**config.mk**
```make
export PLATFORM = sky130hd
export DESIGN_NAME = yc_cvbs_mix
export DESIGN_NICKNAME = d
export VERILOG_FILES = /design/src/rtl/yc_pkg.sv /design/src/rtl/yc_sync_tracker.sv /design/src/rtl/yc_cvbs_mix.sv
export SDC_FILE = /design/constraint.sdc
export NUM_CORES = 1
export LEC_CHECK = 0
export CAP_MARGIN = 5
export CORE_MARGIN = 1
export CORE_UTILIZATION = 57
export DETAILED_ROUTE_END_ITERATION = 16
export DONT_BUFFER_PORTS = 1
export PLACE_DENSITY = 0.75
export SYNTH_ARGS = -nofsm -noshare
export SYNTH_HDL_FRONTEND = slang
export SYNTH_HIERARCHICAL = 1
export SYNTH_SLANG_ARGS = --single-unit
export TNS_END_PERCENT = 20
```
**constraint.sdc**
```tcl
create_clock -name clk -period 3.3 [get_ports clk]
set_clock_uncertainty 0.05 [all_clocks]
set_input_delay 0.66 -clock clk [delete_from_list [all_inputs] [get_ports clk]]
set_output_delay 0.66 -clock clk [all_outputs]
set_load 0.01 [all_outputs]
```
**src/rtl/yc_pkg.sv**
```systemverilog
// Shared types, widths, default levels and the 8-bit clamp for the Y/C to CVBS mixer.
package yc_pkg;

  localparam int unsigned DW       = 8;
  localparam int unsigned CNT_W    = 11;
  localparam int unsigned CS_W     = 10;
  localparam int unsigned SUM_W    = 11;
  localparam int unsigned YPROD_W  = 2 * DW;
  localparam int unsigned CPROD_W  = 2 * DW + 2;
  localparam int unsigned PIPE_LAT = 3;

  localparam logic [DW-1:0]    SYNC_LVL_DEF  = 8'd0;
  localparam logic [DW-1:0]    BLANK_LVL_DEF = 8'd64;
  localparam logic [DW-1:0]    SETUP_LVL_DEF = 8'd10;
  localparam logic [DW-1:0]    Y_GAIN_DEF    = 8'd176;
  localparam logic [DW-1:0]    C_GAIN_DEF    = 8'd128;
  localparam logic [CNT_W-1:0] BP_CLKS_DEF   = 11'd100;

  typedef enum logic [1:0] {
    ST_WAIT   = 2'd0,
    ST_SYNC   = 2'd1,
    ST_PORCH  = 2'd2,
    ST_ACTIVE = 2'd3
  } yc_state_e;

  // Scaled pixel carried from the scale stage to the sum/clamp stage.
  typedef struct packed {
    logic [DW-1:0]   y_scl;
    logic [CS_W-1:0] cs_scl;
    logic            pal_en;
    logic            vblank;
  } yc_s2_t;

  localparam logic signed [SUM_W-1:0] CLAMP_MAX = 11'sd255;
  localparam logic signed [SUM_W-1:0] C_MID     = 11'sd128;

  function automatic logic [DW-1:0] clamp8(input logic signed [SUM_W-1:0] v);
    logic [DW-1:0] r;
    if (v[SUM_W-1]) begin
      r = '0;
    end else if (v > CLAMP_MAX) begin
      r = '1;
    end else begin
      r = DW'(v);
    end
    return r;
  endfunction

endpackage

```
**src/rtl/yc_sync_tracker.sv**
```systemverilog
// Line-timing tracker: csync edge detect, WAIT/SYNC/PORCH/ACTIVE FSM and saturating porch counter.
// state_o is registered and lines up with the pixel held in the scale stage.
module yc_sync_tracker
  import yc_pkg::*;
#(
  parameter logic [CNT_W-1:0] BP_CLKS = BP_CLKS_DEF
) (
  input  logic      clk,
  input  logic      reset_n,
  input  logic      csync_i,
  output yc_state_e state_o
);

  localparam logic [CNT_W-1:0] BP_LAST = CNT_W'(BP_CLKS - CNT_W'(1));
  localparam logic [CNT_W-1:0] CNT_MAX = '1;

  yc_state_e        state_q, state_d;
  logic [CNT_W-1:0] cnt_q, cnt_d;
  logic             csync_prev_q;
  logic             rise_c, fall_c;

  assign rise_c = csync_i & ~csync_prev_q;
  assign fall_c = ~csync_i & csync_prev_q;

  always_ff @(posedge clk or negedge reset_n) begin
    if (!reset_n) begin
      state_q      <= ST_WAIT;
      cnt_q        <= '0;
      csync_prev_q <= 1'b0;
    end else begin
      state_q      <= state_d;
      cnt_q        <= cnt_d;
      csync_prev_q <= csync_i;
    end
  end

  // A csync rise takes priority over porch expiry in every state.
  always_comb begin
    state_d = state_q;
    cnt_d   = cnt_q;
    unique case (state_q)
      ST_WAIT: begin
        if (rise_c) state_d = ST_SYNC;
      end
      ST_SYNC: begin
        cnt_d = '0;
        if (fall_c) state_d = ST_PORCH;
      end
      ST_PORCH: begin
        if (rise_c) begin
          state_d = ST_SYNC;
        end else if (cnt_q == BP_LAST) begin
          state_d = ST_ACTIVE;
        end else if (cnt_q != CNT_MAX) begin
          cnt_d = cnt_q + CNT_W'(1);
        end
      end
      ST_ACTIVE: begin
        if (rise_c) state_d = ST_SYNC;
      end
      default: state_d = ST_WAIT;
    endcase
  end

  assign state_o = state_q;

endmodule

```
**src/rtl/yc_cvbs_mix.sv**
```systemverilog
// Y/C to DAC-code mixer: inserts sync tip, blanking and NTSC setup, produces CVBS and S-video codes.
// Three-stage pipeline (register/edge detect, scale, sum/clamp); syncs are delayed to match.
module yc_cvbs_mix
  import yc_pkg::*;
#(
  parameter logic [DW-1:0]    SYNC_LVL  = SYNC_LVL_DEF,
  parameter logic [DW-1:0]    BLANK_LVL = BLANK_LVL_DEF,
  parameter logic [DW-1:0]    SETUP_LVL = SETUP_LVL_DEF,
  parameter logic [DW-1:0]    Y_GAIN    = Y_GAIN_DEF,
  parameter logic [DW-1:0]    C_GAIN    = C_GAIN_DEF,
  parameter logic [CNT_W-1:0] BP_CLKS   = BP_CLKS_DEF
) (
  input  logic          clk,
  input  logic          reset_n,
  input  logic          pal_en,
  input  logic [DW-1:0] y_in,
  input  logic [DW-1:0] c_in,
  input  logic          hsync,
  input  logic          vsync,
  input  logic          csync,
  input  logic          vblank,
  output logic [DW-1:0] cvbs,
  output logic [DW-1:0] luma_s,
  output logic [DW-1:0] chroma_s,
  output logic          hsync_o,
  output logic          vsync_o,
  output logic          csync_o
);

  // Stage 1 registers; bit 0 of the sync delay lines doubles as the stage-1 sync sample.
  logic [DW-1:0]       y1_q, c1_q;
  logic                pal1_q, vblank1_q;
  logic [PIPE_LAT-1:0] hs_dly_q, vs_dly_q, cs_dly_q;

  always_ff @(posedge clk or negedge reset_n) begin
    if (!reset_n) begin
      y1_q      <= '0;
      c1_q      <= '0;
      pal1_q    <= 1'b0;
      vblank1_q <= 1'b0;
      hs_dly_q  <= '0;
      vs_dly_q  <= '0;
      cs_dly_q  <= '0;
    end else begin
      y1_q      <= y_in;
      c1_q      <= c_in;
      pal1_q    <= pal_en;
      vblank1_q <= vblank;
      hs_dly_q  <= {hs_dly_q[PIPE_LAT-2:0], hsync};
      vs_dly_q  <= {vs_dly_q[PIPE_LAT-2:0], vsync};
      cs_dly_q  <= {cs_dly_q[PIPE_LAT-2:0], csync};
    end
  end

  yc_state_e state2;

  yc_sync_tracker #(
    .BP_CLKS(BP_CLKS)
  ) u_tracker (
    .clk    (clk),
    .reset_n(reset_n),
    .csync_i(cs_dly_q[0]),
    .state_o(state2)
  );

  // Stage 2: luma gain (Q0.8) and signed chroma gain (Q1.7).
  logic [YPROD_W-1:0]        y_prod_c;
  logic signed [DW:0]        cs_c, c_gain_c;
  logic signed [CPROD_W-1:0] c_prod_c;
  yc_s2_t                    s2_d, s2_q;

  assign y_prod_c = YPROD_W'(y1_q) * YPROD_W'(Y_GAIN);
  assign cs_c     = $signed({1'b0, c1_q}) - 9'sd128;
  assign c_gain_c = $signed({1'b0, C_GAIN});
  assign c_prod_c = CPROD_W'(cs_c) * CPROD_W'(c_gain_c);

  always_comb begin
    s2_d        = '0;
    s2_d.y_scl  = y_prod_c[YPROD_W-1:DW];
    s2_d.cs_scl = CS_W'(c_prod_c >>> 7);
    s2_d.pal_en = pal1_q;
    s2_d.vblank = vblank1_q;
  end

  always_ff @(posedge clk or negedge reset_n) begin
    if (!reset_n) begin
      s2_q <= '0;
    end else begin
      s2_q <= s2_d;
    end
  end

  // Stage 3: pick the luma level for the line region, gate chroma, sum and clamp.
  logic signed [SUM_W-1:0] luma_c, cs_eff_c;
  logic                    chroma_on_c;
  logic [DW-1:0]           cvbs_d, luma_d, chroma_d;
  logic [DW-1:0]           cvbs_q, luma_q, chroma_q;

  always_comb begin
    luma_c      = SUM_W'(BLANK_LVL);
    chroma_on_c = 1'b0;
    unique case (state2)
      ST_SYNC:  luma_c = SUM_W'(SYNC_LVL);
      ST_PORCH: chroma_on_c = 1'b1;
      ST_ACTIVE: begin
        if (!s2_q.vblank) begin
          luma_c      = SUM_W'(BLANK_LVL) + SUM_W'(s2_q.y_scl)
                      + (s2_q.pal_en ? SUM_W'(0) : SUM_W'(SETUP_LVL));
          chroma_on_c = 1'b1;
        end
      end
      default: ;
    endcase
    cs_eff_c = chroma_on_c ? SUM_W'($signed(s2_q.cs_scl)) : SUM_W'(0);
    cvbs_d   = clamp8(luma_c + cs_eff_c);
    luma_d   = clamp8(luma_c);
    chroma_d = clamp8(C_MID + cs_eff_c);
  end

  always_ff @(posedge clk or negedge reset_n) begin
    if (!reset_n) begin
      cvbs_q   <= BLANK_LVL;
      luma_q   <= BLANK_LVL;
      chroma_q <= 8'd128;
    end else begin
      cvbs_q   <= cvbs_d;
      luma_q   <= luma_d;
      chroma_q <= chroma_d;
    end
  end

  assign cvbs     = cvbs_q;
  assign luma_s   = luma_q;
  assign chroma_s = chroma_q;
  assign hsync_o  = hs_dly_q[PIPE_LAT-1];
  assign vsync_o  = vs_dly_q[PIPE_LAT-1];
  assign csync_o  = cs_dly_q[PIPE_LAT-1];

endmodule
```
==> impl_results.md <==
- Final nets: 458
- Ys async rst share: 100.0%
- CTS max path bufs: 2
- Final HPWL DP: 5363 um
- Final hold slack: 0.07612 ns
- DP Cell Count: 471
- WP data arrival: 3.47 ns
- Total Routing Usage GR: 22.01%
- Sw frac: 37.65%
- FF+latch count, synth: 83
- Most common cell after layout, fill and taps aside: dfrtp_1
- Tot Pwr: 0.003331 W
- Chip height: 87.41 um
- Combinational group share of total power: 37.4%
- Fillers: 537
- Drt pass-1 iters: 4
- Area of the multi-input gates: 2071 um^2
- Final instance area: 4752 um^2
- Outcome: completed
- Startpoint Class: flop
- Pins Over Slew Limit: 0
- Global-route wire length before repair: 12760 um
- Post-synth EDFFs: 0
- Final hold vios: 0
- Mapped Cells: 372
- PortBufs: 0
- Post-DP Area: 4299 um^2
- Site row count: 30
- Origin of the critical flop-to-flop path: s2_q[1]$_DFF_PN0_
- Number of inserted diodes: 0
- Pleak: 2.221 nW
- Per-cell routed wire length: 15.28 um
- Antenna viol nets, final: 0
- Crit Path Max Fanout: 3
- P&R area growth vs syn: 14.29%
- RSZ-0062 raised after global routing: yes
- Most frequent cells in the layout: 80 x dfrtp_1, 29 x inv_1, 26 x ha_1
- Vias in the first global route: 2759
- CTS root buf: clkbuf_8
- Starting Density: 60.20%
- Clock power frac: 21.4%
- Num CTS Buffers: 9
- TritonCTS clock tree: done
- Cells on worst reg2reg path: 14
- Place WS: -0.08809 ns
- Largest net degree at the start of global routing: 81
- Die area: 7640 um^2
- Post-route DRC violation count: 0
- Seq/Total Area, Yosys: 50.05%
- Worst-Margin Slew: 0.5227 ns
- I/O pin total: 50
- Final setup viols: 0
- R2R Setup Slk: 0.06 ns
- Critical path class: flop to flop
- Ys Warns: 6
- Prevailing post-synth register cell: dfrtp_1
- P per Cell Area: 701.0 nW/um^2
- Final Worst Setup Slack: 0.06084 ns
- Sequential power share: 41.3%
- Worst min path class: input pin to async pin
- WL final: 7610 um
- DR vias/cell: 5.773
- Antenna violations before repair: 0
- Tmin final: 3.239 ns
- P_int: 0.002077 W
- Fraction of layout cells with a size suffix above 1: 20.90%
- GR Overflow Total: 0
- Average cell area after synthesis: 11.18 um^2
- Worst EP required: 3.53 ns
- Chip width: 87.41 um
- Register area: 2081 um^2
- Syn Std Cell Area: 4158 um^2
- Max frequency: 308.7 MHz
- Clk sinks: 83
- Max_slew headroom: 65.04%
- MaxCap Viol Count: 0
- Crit path from: s2_q[1]$_DFF_PN0_
- Iter 0 DRT Violations: 214
- Syn nets: 433
- Cell taking the most area after synthesis: dfrtp_1
- Setup crit end kind: flop
- Placer Congestion: 0.8404
- Post-synth top area share: 48.15%
- Non-Filler Instances: 498
- Distinct cells, synth: 62
- Clock Latency Late Sink: 0.36 ns
- Routed vias: 2875
- Htree depth: 3
- Clk pin slew, worst setup/hold paths: 0.09 ns
- Switching Power: 0.001254 W
- VDD IR max: 563.2 uV
- Final clock period utilization by the worst path: 98.16%
- Core area: 6907 um^2
- Top cells by area, synth: dfrtp_1 48%, ha_1 9.9%, and2_1 2.9%
path summary, 6_finish.rpt:
path	to
min reg2reg	cs_dly_q[2]$_DFF_PN0_
max in group asynchronous	cs_dly_q[0]$_DFF_PN0_
min in group clk	c1_q[4]$_DFF_PN0_
max	cvbs[0]$_DFF_PN0_
min	luma_s[6]$_DFF_PN1_
max reg2reg	cvbs[0]$_DFF_PN0_
worst max-delay path, stage by stage (launching register included):
cell,delay [ns]
dfrtp_1,0.38
inv_2,0.08
ha_4,0.21
a31oi_2,0.17
nor2_2,0.07
xnor2_1,0.12
o21ai_1,0.20
nand2_1,0.10
ha_2,0.19
or4_1,0.53
o22ai_2,0.19
o32ai_2,0.12
or4_4,0.50
a21boi_1,0.16
o21ai_0,0.08
synth_stat cells (all sizes together), types with 2 or more instances:
cell	n
a211o	3
a21oi	13
mux2i	2
a41oi	2
o31ai	4
nor2	22
and2	20
inv	30
fa	5
dfstp	3
a21boi	2
xor2	4
buf	3
a211oi	5
and3	3
or4	3
or2	5
dfrtp	80
nor4b	4
a31oi	2
nand3	11
a21o	3
o21ai	23
nor3	6
o21a	5
nor2b	2
o211a	2
ha	33
nand2b	3
nand4	5
clkbuf	2
o311ai	2
xnor2	12
nor4	2
o31a	3
nand2	24
and4	3
o211ai	5
timing repair:
item	4_1_cts	5_1_grt
endpoints found under the setup margin	7	8
buffers inserted	2	8
endpoints found under the hold margin	80	0
hold buffers	1	0
resized for setup	3	27
pin swaps	0	15
power groups by stage:
stage / combinational (W) / clock, W / sequential, W
floorplan: 0.000792 / 0 / 0.00137
global placement: 0.000996 / 0 / 0.00139
detailed placement: 0.00102 / 0 / 0.00139
CTS: 0.00107 / 0.000736 / 0.00137
global route: 0.00138 / 0.000788 / 0.00140
finish: 0.00124 / 0.000712 / 0.00137
flip-flops by register name (all words and copies together), names as in the netlist:
name / flops
c1_q: 8
chroma_s: 8
cs_dly_q: 3
cvbs: 8
hs_dly_q: 3
luma_s: 8
pal1_q: 1
s2_q: 18
u_tracker/cnt_q: 11
u_tracker/csync_prev_q: 1
u_tracker/state_o: 2
vblank1_q: 1
vs_dly_q: 3
y1_q: 8
cell type report:
| class | count | area share, % |
|---|---|---|
| multi-input cells | 254 | 43.58 |
| flip-flops and latches | 83 | 43.79 |
| clock buffers | 9 | 2.607 |
| well taps | 96 | 2.528 |
| clock inverters | 7 | 1.711 |
| repair buffers | 19 | 3.423 |
| inverters | 30 | 2.370 |
metrics by stage:
step           utilization, %  TNS (ns)
2_1_floorplan               -         0
3_3_place_gp            62.25  -0.09517
3_5_place_dp            62.25   -0.3257
4_1_cts                 66.09         0
5_1_grt                 68.80   -0.1926
6_report                68.80         0
logic make-up after synthesis:
group | count (synthesis) | synth area share [%]
buffers and inverters | 35 | 3.702
AOI/OAI and AO/OA | 82 | 13.87
muxes | 2 | 0.4815
DFF | 83 | 50.05
adders and majority gates | 38 | 12.34
xor gates and xnor gates | 16 | 3.370
and+or+nand+nor | 116 | 16.19
layer usage:
metal / wire length (um) / vias up / track usage [%] / part of all wire, %
li1: - / 1367 / - / -
met1: 3207 / 1403 / 28.51 / 42
met2: 3888 / 84 / 35.51 / 51
met3: 342 / 21 / 4.360 / 4.5
met4: 171 / 0 / 10.73 / 2.2
met5: 0 / - / 0 / 0
Power figures use the tool's default switching activity.
